File: src/rtl/cpu_ctrl_pkg.sv
// -----------------------------------------------------------------------------
// cpu_ctrl_pkg
// Shared types and constants for the CPU control unit:
//   opclass_t   - opcode classes presented by the PU on op_i
//   jmp_func_t  - JUMP-class function codes (5..7 decode as NOP)
//   ctrl_func_t - CTRL-class function codes (2..6 decode as NOP)
//   state_t     - sequencer states
//   REGMUX_*    - writeback source select values for RegMux_o
//   jump_taken  - branch condition evaluation against the latched Z/C flags
// -----------------------------------------------------------------------------
package cpu_ctrl_pkg;

  typedef enum logic [2:0] {
    OP_ALU_RR = 3'd0,
    OP_ALU_RI = 3'd1,
    OP_LOAD   = 3'd2,
    OP_STORE  = 3'd3,
    OP_IN     = 3'd4,
    OP_OUT    = 3'd5,
    OP_JUMP   = 3'd6,
    OP_CTRL   = 3'd7
  } opclass_t;

  typedef enum logic [2:0] {
    JMP_ALWAYS = 3'd0,
    JMP_Z      = 3'd1,
    JMP_NZ     = 3'd2,
    JMP_C      = 3'd3,
    JMP_NC     = 3'd4
  } jmp_func_t;

  typedef enum logic [2:0] {
    CTRL_CALL = 3'd0,
    CTRL_RET  = 3'd1,
    CTRL_HALT = 3'd7
  } ctrl_func_t;

  typedef enum logic [2:0] {
    ST_IDLE   = 3'd0,
    ST_FETCH  = 3'd1,
    ST_DECODE = 3'd2,
    ST_EXEC   = 3'd3,
    ST_WB     = 3'd4,
    ST_MEM    = 3'd5,
    ST_HALT   = 3'd6
  } state_t;

  localparam logic [1:0] REGMUX_ALU  = 2'd0;
  localparam logic [1:0] REGMUX_DATA = 2'd1;
  localparam logic [1:0] REGMUX_PORT = 2'd2;

  // Unassigned function codes (5..7) fall through to "not taken",
  // which makes them behave as NOPs.
  function automatic logic jump_taken(input logic [2:0] func,
                                      input logic       z,
                                      input logic       c);
    logic taken;
    taken = 1'b0;
    case (jmp_func_t'(func))
      JMP_ALWAYS: taken = 1'b1;
      JMP_Z:      taken = z;
      JMP_NZ:     taken = ~z;
      JMP_C:      taken = c;
      JMP_NC:     taken = ~c;
      default:    taken = 1'b0;
    endcase
    return taken;
  endfunction

endpackage

File: src/rtl/cpu_control_unit_call_stack.sv
// -----------------------------------------------------------------------------
// cpu_control_unit_call_stack
// Circular return-address stack (LIFO) of DEPTH x WIDTH entries.
//   clk, rst_n  - clock, asynchronous active-low reset
//   push        - write push_data at the top and advance the pointer
//   pop         - retreat the pointer; pop_data is the current top (comb.)
//   push_data   - return address to save
//   pop_data    - entry just below the pointer (valid in the pop cycle)
//   err         - sticky: push while full or pop while empty
// Overflow overwrites the oldest entry because the pointer simply wraps;
// underflow returns whatever sits at the wrapped pointer.
// -----------------------------------------------------------------------------
module cpu_control_unit_call_stack #(
  parameter int DEPTH = 8,
  parameter int WIDTH = 12
) (
  input  logic             clk,
  input  logic             rst_n,
  input  logic             push,
  input  logic             pop,
  input  logic [WIDTH-1:0] push_data,
  output logic [WIDTH-1:0] pop_data,
  output logic             err
);

  localparam int           SP_W = $clog2(DEPTH);
  localparam logic [SP_W:0] FULL = (SP_W+1)'(DEPTH);

  logic [WIDTH-1:0] mem [DEPTH];
  logic [SP_W-1:0]  sp_reg;
  logic [SP_W-1:0]  top_idx;
  logic [SP_W:0]    count_reg;
  logic             err_reg;

  assign top_idx  = sp_reg - SP_W'(1);
  assign pop_data = mem[top_idx];
  assign err      = err_reg;

  for (genvar gi = 0; gi < DEPTH; gi++) begin : g_entry
    always_ff @(posedge clk or negedge rst_n) begin
      if (!rst_n) begin
        mem[gi] <= '0;
      end else if (push && (sp_reg == SP_W'(gi))) begin
        mem[gi] <= push_data;
      end
    end
  end

  // count_reg tracks real occupancy so over/underflow can be flagged even
  // though the pointer itself wraps freely.
  always_ff @(posedge clk or negedge rst_n) begin
    if (!rst_n) begin
      sp_reg    <= '0;
      count_reg <= '0;
      err_reg   <= 1'b0;
    end else if (push) begin
      sp_reg <= sp_reg + SP_W'(1);
      if (count_reg == FULL) begin
        err_reg <= 1'b1;
      end else begin
        count_reg <= count_reg + (SP_W+1)'(1);
      end
    end else if (pop) begin
      sp_reg <= top_idx;
      if (count_reg == '0) begin
        err_reg <= 1'b1;
      end else begin
        count_reg <= count_reg - (SP_W+1)'(1);
      end
    end
  end

endmodule

File: src/rtl/cpu_control_unit.sv
// -----------------------------------------------------------------------------
// cpu_control_unit
// Sequencer driving the processing unit (PU): fetches instructions, decodes
// the PU's op/func fields, runs the data-memory and I/O-port handshakes and
// resolves jumps, calls and returns.
//   clk_i, rst_i                  - clock, asynchronous active-low reset
//   inst_cyc_o/stb_o/adr_o/ack_i  - instruction bus (adr = PC)
//   data_cyc_o/stb_o/we_o/ack_i   - data-memory bus (LOAD/STORE)
//   port_cyc_o/stb_o/we_o/ack_i   - I/O port bus (IN/OUT)
//   op_i, func_i, addr_i          - decoded fields from the PU IR
//   carry_i, zero_i               - ALU flags, latched at the end of EXEC
//   clkEn_o, RegWrt_o, ALUOp_o,
//   RegMux_o, op2_o               - PU datapath controls
//   halted_o                      - core stopped by HALT (reset to leave)
//   stack_err_o                   - sticky return-stack over/underflow
// -----------------------------------------------------------------------------
module cpu_control_unit
  import cpu_ctrl_pkg::*;
#(
  parameter int PC_W        = 12,
  parameter int STACK_DEPTH = 8
) (
  input  logic            clk_i,
  input  logic            rst_i,
  output logic            inst_cyc_o,
  output logic            inst_stb_o,
  output logic [PC_W-1:0] inst_adr_o,
  input  logic            inst_ack_i,
  output logic            data_cyc_o,
  output logic            data_stb_o,
  output logic            data_we_o,
  input  logic            data_ack_i,
  output logic            port_cyc_o,
  output logic            port_stb_o,
  output logic            port_we_o,
  input  logic            port_ack_i,
  input  logic [2:0]      op_i,
  input  logic [2:0]      func_i,
  input  logic [PC_W-1:0] addr_i,
  input  logic            carry_i,
  input  logic            zero_i,
  output logic            clkEn_o,
  output logic            RegWrt_o,
  output logic [3:0]      ALUOp_o,
  output logic [1:0]      RegMux_o,
  output logic            op2_o,
  output logic            halted_o,
  output logic            stack_err_o
);

  state_t          state_reg, state_next;
  logic [PC_W-1:0] pc_reg, pc_next, pc_inc;
  logic            z_reg, z_next;
  logic            c_reg, c_next;
  logic            push, pop;
  logic [PC_W-1:0] pop_data;
  opclass_t        op_class;
  logic            mem_is_port, mem_is_write, mem_ack;

  assign op_class   = opclass_t'(op_i);
  assign pc_inc     = pc_reg + PC_W'(1);   // wraps modulo 2^PC_W
  assign inst_adr_o = pc_reg;

  // Bus routing for the MEM state: port bus for IN/OUT, data bus otherwise.
  // Only the ack of the bus actually strobed is looked at.
  assign mem_is_port  = (op_class == OP_IN) || (op_class == OP_OUT);
  assign mem_is_write = (op_class == OP_STORE) || (op_class == OP_OUT);
  assign mem_ack      = mem_is_port ? port_ack_i : data_ack_i;

  cpu_control_unit_call_stack #(
    .DEPTH (STACK_DEPTH),
    .WIDTH (PC_W)
  ) u_call_stack (
    .clk       (clk_i),
    .rst_n     (rst_i),
    .push      (push),
    .pop       (pop),
    .push_data (pc_inc),
    .pop_data  (pop_data),
    .err       (stack_err_o)
  );

  always_ff @(posedge clk_i or negedge rst_i) begin
    if (!rst_i) begin
      state_reg <= ST_IDLE;
      pc_reg    <= '0;
      z_reg     <= 1'b0;
      c_reg     <= 1'b0;
    end else begin
      state_reg <= state_next;
      pc_reg    <= pc_next;
      z_reg     <= z_next;
      c_reg     <= c_next;
    end
  end

  always_comb begin
    state_next = state_reg;
    pc_next    = pc_reg;
    z_next     = z_reg;
    c_next     = c_reg;
    push       = 1'b0;
    pop        = 1'b0;
    inst_cyc_o = 1'b0;
    inst_stb_o = 1'b0;
    data_cyc_o = 1'b0;
    data_stb_o = 1'b0;
    data_we_o  = 1'b0;
    port_cyc_o = 1'b0;
    port_stb_o = 1'b0;
    port_we_o  = 1'b0;
    clkEn_o    = 1'b0;
    RegWrt_o   = 1'b0;
    ALUOp_o    = 4'h0;
    RegMux_o   = REGMUX_ALU;
    op2_o      = 1'b0;
    halted_o   = 1'b0;

    case (state_reg)
      ST_IDLE: begin
        state_next = ST_FETCH;
      end

      ST_FETCH: begin
        inst_cyc_o = 1'b1;
        inst_stb_o = 1'b1;
        if (inst_ack_i) begin
          state_next = ST_DECODE;
        end
      end

      ST_DECODE: begin
        case (op_class)
          OP_ALU_RR, OP_ALU_RI: begin
            state_next = ST_EXEC;
          end
          OP_LOAD, OP_STORE, OP_IN, OP_OUT: begin
            state_next = ST_MEM;
          end
          OP_JUMP: begin
            pc_next    = jump_taken(func_i, z_reg, c_reg) ? addr_i : pc_inc;
            state_next = ST_FETCH;
          end
          OP_CTRL: begin
            state_next = ST_FETCH;
            case (ctrl_func_t'(func_i))
              CTRL_CALL: begin
                push    = 1'b1;          // saves pc_inc
                pc_next = addr_i;
              end
              CTRL_RET: begin
                pop     = 1'b1;
                pc_next = pop_data;
              end
              CTRL_HALT: begin
                state_next = ST_HALT;
              end
              default: begin
                pc_next = pc_inc;
              end
            endcase
          end
          default: begin
            state_next = ST_IDLE;
          end
        endcase
      end

      ST_EXEC: begin
        clkEn_o    = 1'b1;
        ALUOp_o    = {1'b0, func_i};
        op2_o      = (op_class == OP_ALU_RR);
        z_next     = zero_i;
        c_next     = carry_i;
        state_next = ST_WB;
      end

      ST_WB: begin
        clkEn_o    = 1'b1;
        RegWrt_o   = 1'b1;
        RegMux_o   = REGMUX_ALU;
        pc_next    = pc_inc;
        state_next = ST_FETCH;
      end

      ST_MEM: begin
        if (mem_is_port) begin
          port_cyc_o = 1'b1;
          port_stb_o = 1'b1;
          port_we_o  = mem_is_write;
        end else begin
          data_cyc_o = 1'b1;
          data_stb_o = 1'b1;
          data_we_o  = mem_is_write;
        end
        if (mem_ack) begin
          // Reads write back in the ack cycle, while the bus data is valid.
          if (!mem_is_write) begin
            clkEn_o  = 1'b1;
            RegWrt_o = 1'b1;
            RegMux_o = mem_is_port ? REGMUX_PORT : REGMUX_DATA;
          end
          pc_next    = pc_inc;
          state_next = ST_FETCH;
        end
      end

      ST_HALT: begin
        halted_o = 1'b1;
      end

      default: begin
        state_next = ST_IDLE;
      end
    endcase
  end

endmodule

File: config.mk
export PLATFORM = sky130hd
export DESIGN_NAME = cpu_control_unit
export DESIGN_NICKNAME = d
export VERILOG_FILES = /design/src/rtl/cpu_ctrl_pkg.sv /design/src/rtl/cpu_control_unit_call_stack.sv /design/src/rtl/cpu_control_unit.sv
export SDC_FILE = /design/constraint.sdc
export NUM_CORES = 1
export LEC_CHECK = 0
export ABC_AREA = 1
export CAP_MARGIN = 20
export CORE_MARGIN = 5
export CORE_UTILIZATION = 30
export CTS_BUF_LIST = sky130_fd_sc_hd__clkbuf_2 sky130_fd_sc_hd__clkbuf_4 sky130_fd_sc_hd__clkbuf_8
export DETAILED_ROUTE_END_ITERATION = 16
export PLACE_DENSITY_LB_ADDON = 0.25
export REMOVE_ABC_BUFFERS = 1
export SYNTH_ARGS = -nofsm -noshare
export SYNTH_HDL_FRONTEND = slang
export SYNTH_SLANG_ARGS = --single-unit
File: constraint.sdc
create_clock -name clk_i -period 3.2 [get_ports clk_i]
set_input_delay 0.64 -clock clk_i [delete_from_list [all_inputs] [get_ports clk_i]]
set_output_delay 0.64 -clock clk_i [all_outputs]
set_load 0.1 [all_outputs]
==> flow_summary_export.csv <==
group,metric,value,unit
run_status,status,"completed",
timing,period_needed,2.95,ns
route,wl_per_cell,15.9,um
synth,synthCells,959,
route,routed.top_layer,"met4",
layout,largest_reg_flops,96,
power,power_switching,0.814,mW
clock_tree,clk_pin_slew,0.08,ns
synth,syn-cell-area,6940,um2
synth,synth.most_common_cell,"nand2_1",
synth,synth-async-reset-ratio,100,%
clock_tree,cts_tree,"built",
clock_tree,cts_made_buffers,17,
clock_tree,ctsHoldBuffers,0,
power,p_comb_share,6.6,%
route,wl_met3,1380,um
global_route,grt_max_degree,71,
die,core_area,22700,um2
route,drt_iter0_drc,379,
power,p_clk_share,48.7,%
route,ant_nets,0,
placed_design,place_inst,1267,
worst_setup_path,cp.required,2.56,ns
die,die_w,162,um
synth,synth.avg_cell_area,7.24,um2
die,die_h,162,um
power,powerDensity,414,nW/um2
worst_setup_path,crit_arrival,2.31,ns
power,switching_share,23.7,%
route,drc,0,
worst_setup_path,start_kind,"flop",
power,power.leakage,4.09,nW
die,dieArea,26300,um2
clock_tree,cts-resized-gates,0,
clock_tree,cts_sinks,121,
route,route.met2.wl,8710,um
route,drt-pass1-iter-count,5,
placed_design,io_buffers,54,
placed_design,hpwl,13400,um
power,p_int,2.62,mW
layout,multiInputGateArea,3280,um2
global_route,antenna_found_initial,0,
synth,yosys-top-cells-area,"dfrtp_1, nand2_1, o21ai_1, nand3_1, inv_1",
placed_design,gp_congestion,0.810,
timing,setup_violations,0,
global_route,gr-total-overflow,0,
synth,yosysSeqAreaShare,43.6,%
clock_tree,root_buffer,"clkbuf_8",
synth,yosysWarnings,0,
synth,ys_ff_latch,121,
synth,synth-edff-count,0,
synth,synth_top_area_share,43.6,%
clock_tree,htree_levels,4,
layout,fillers,2445,
route,wl_met1,10200,um
clock_tree,cts_setup_buffers,0,
route,vias,6247,
route,totalWireLength,20700,um
worst_setup_path,critPathKind,"reg -> out",
synth,yosys-top-cells-count,"nand2_1, dfrtp_1, o21ai_1",
timing,rsz0062_at_grt,"false",
layout,drive_gt1_share,12.0,%
timing,fmax,339,MHz
layout,final_cells,1299,
power,power_frac_seq,44.7,%
timing,finalClockSkew,0.0152,ns
layout,finalNetCount,1036,
timing,hold_viol,0,
die,ios,56,
timing,fin_crit_sh,92.2,%
clock_tree,clk_latency,0.45,ns
clock_tree,cts_max_path_buffers,2,
synth,synthFlopType,"dfrtp_1",
global_route,grt_pass1_vias,6048,
run,cap_violations,0,
power,peakVddDrop,0.000231,V
worst_setup_path,end_kind,"primary output",
timing,tightest_slew,0.809,ns
die,num_rows,55,
route,vias_per_cell,4.81,
synth,ys_types,39,
layout,syn2layout_area_growth,19.6,%
global_route,grtUsageTotal,16.3,%
timing,finalSetupTns,0,ns
worst_setup_path,cp_max_fo,14,
synth,synth_top_cell_by_area,"dfrtp_1",
worst_hold_path,worstHoldPathType,"in -> async",
global_route,grt_pass1_wl,33300,um
timing,final-max-slew-violation-count,0,
layout,antennaDiodeCount,0,
timing,slew_headroom,45.7,%
layout,register_area,3030,um2
die,start_util,30.6,%
[stage by stage]
stage	cell area [um2]	hold slack (ns)	utilization, %	power (mW)	setup WS, ns
2_1_floorplan	6670	0.344	-	1.67	-1.61
3_3_place_gp	7820	0.459	34.5	1.79	0.357
3_5_place_dp	7820	0.456	34.5	1.79	0.337
4_1_cts	8300	0.226	36.6	3.47	0.202
5_1_grt	8300	0.269	36.6	3.55	0.0432
6_report	8300	0.221	36.6	3.43	0.251
[cells in the final DEF (no fill, tap or decap), types with 6 or more instances in the layout]
master and instances:
clkdlybuf4s50_1 23, nor2_1 63, buf_12 14, nand2_2 6, o21ai_1 89, inv_2 13, ha_1 10, dfrtp_1 120
buf_4 38, a21oi_1 39, clkbuf_8 21, inv_1 81, nand2_1 311, o21ai_0 40, nand3_1 82
[area by class of cell]
type                       instances  area share (%)
sequential                       121            36.5
tap                              285            4.29
timing repair buffer              75            9.58
inverter                          96            4.40
clock buffer                      21            3.48
multi-input combinational        690            39.5
clock inverter                    11            2.31
[kinds of logic (layout without fill, tap and decap cells)]
kind of cell    Yosys count  count (layout)  synth area share (%)
fa+ha+maj                10              10                  1.80
xor+xnor                 11              11                  1.60
other cells               1               1                0.0540
buf+inv                 148             203                  9.17
flops                   121             121                  43.6
compound gates          180             180                  13.4
simple gates            488             488                  30.3
[power groups by stage]
stage / sequential [mW] / combinational [mW] / clock, mW
after global routing: 1.54 / 0.256 / 1.76
after CTS: 1.54 / 0.230 / 1.71
after detailed placement: 1.57 / 0.229 / 0
after floorplan: 1.57 / 0.106 / 0
final: 1.54 / 0.225 / 1.67
after global placement: 1.57 / 0.227 / 0
[layer usage]
layer	global-route usage (%)	up-vias
met1	22.4	2918
met4	5.38	0
li1	-	3153
met5	0	-
met2	24.6	149
met3	4.77	27
[worst max-delay path, cell delays in order (launching register included)]
cell and delay [ns]:
dfrtp_1 0.45, nor2_2 0.16, inv_2 0.17, nor2_1 0.29, inv_1 0.16, nor4_1 0.39, buf_12 0.24
[worst paths after layout]
path / cells after the start / slack (ns) / startpoint / to
hold / removal: 1 / 0.22 / rst_i / u_call_stack.mem[91]$_DFFE_PN0P_
setup reg to reg: 11 / 0.84 / u_call_stack.sp_reg[1]$_DFFE_PN0P_ / inst_adr_o[7]$_DFFE_PN0P_
setup / recovery: 6 / 0.25 / state_reg[1]$_DFFE_PN0P_ / data_we_o
max in group asynchronous: 2 / 2.18 / rst_i / u_call_stack.mem[83]$_DFFE_PN0P_
min in group clk_i: 1 / 0.48 / u_call_stack.err$_DFFE_PN0P_ / u_call_stack.err$_DFFE_PN0P_
hold reg to reg: 1 / 0.48 / u_call_stack.err$_DFFE_PN0P_ / u_call_stack.err$_DFFE_PN0P_
Note: power is estimated with default switching activity, not from simulation.
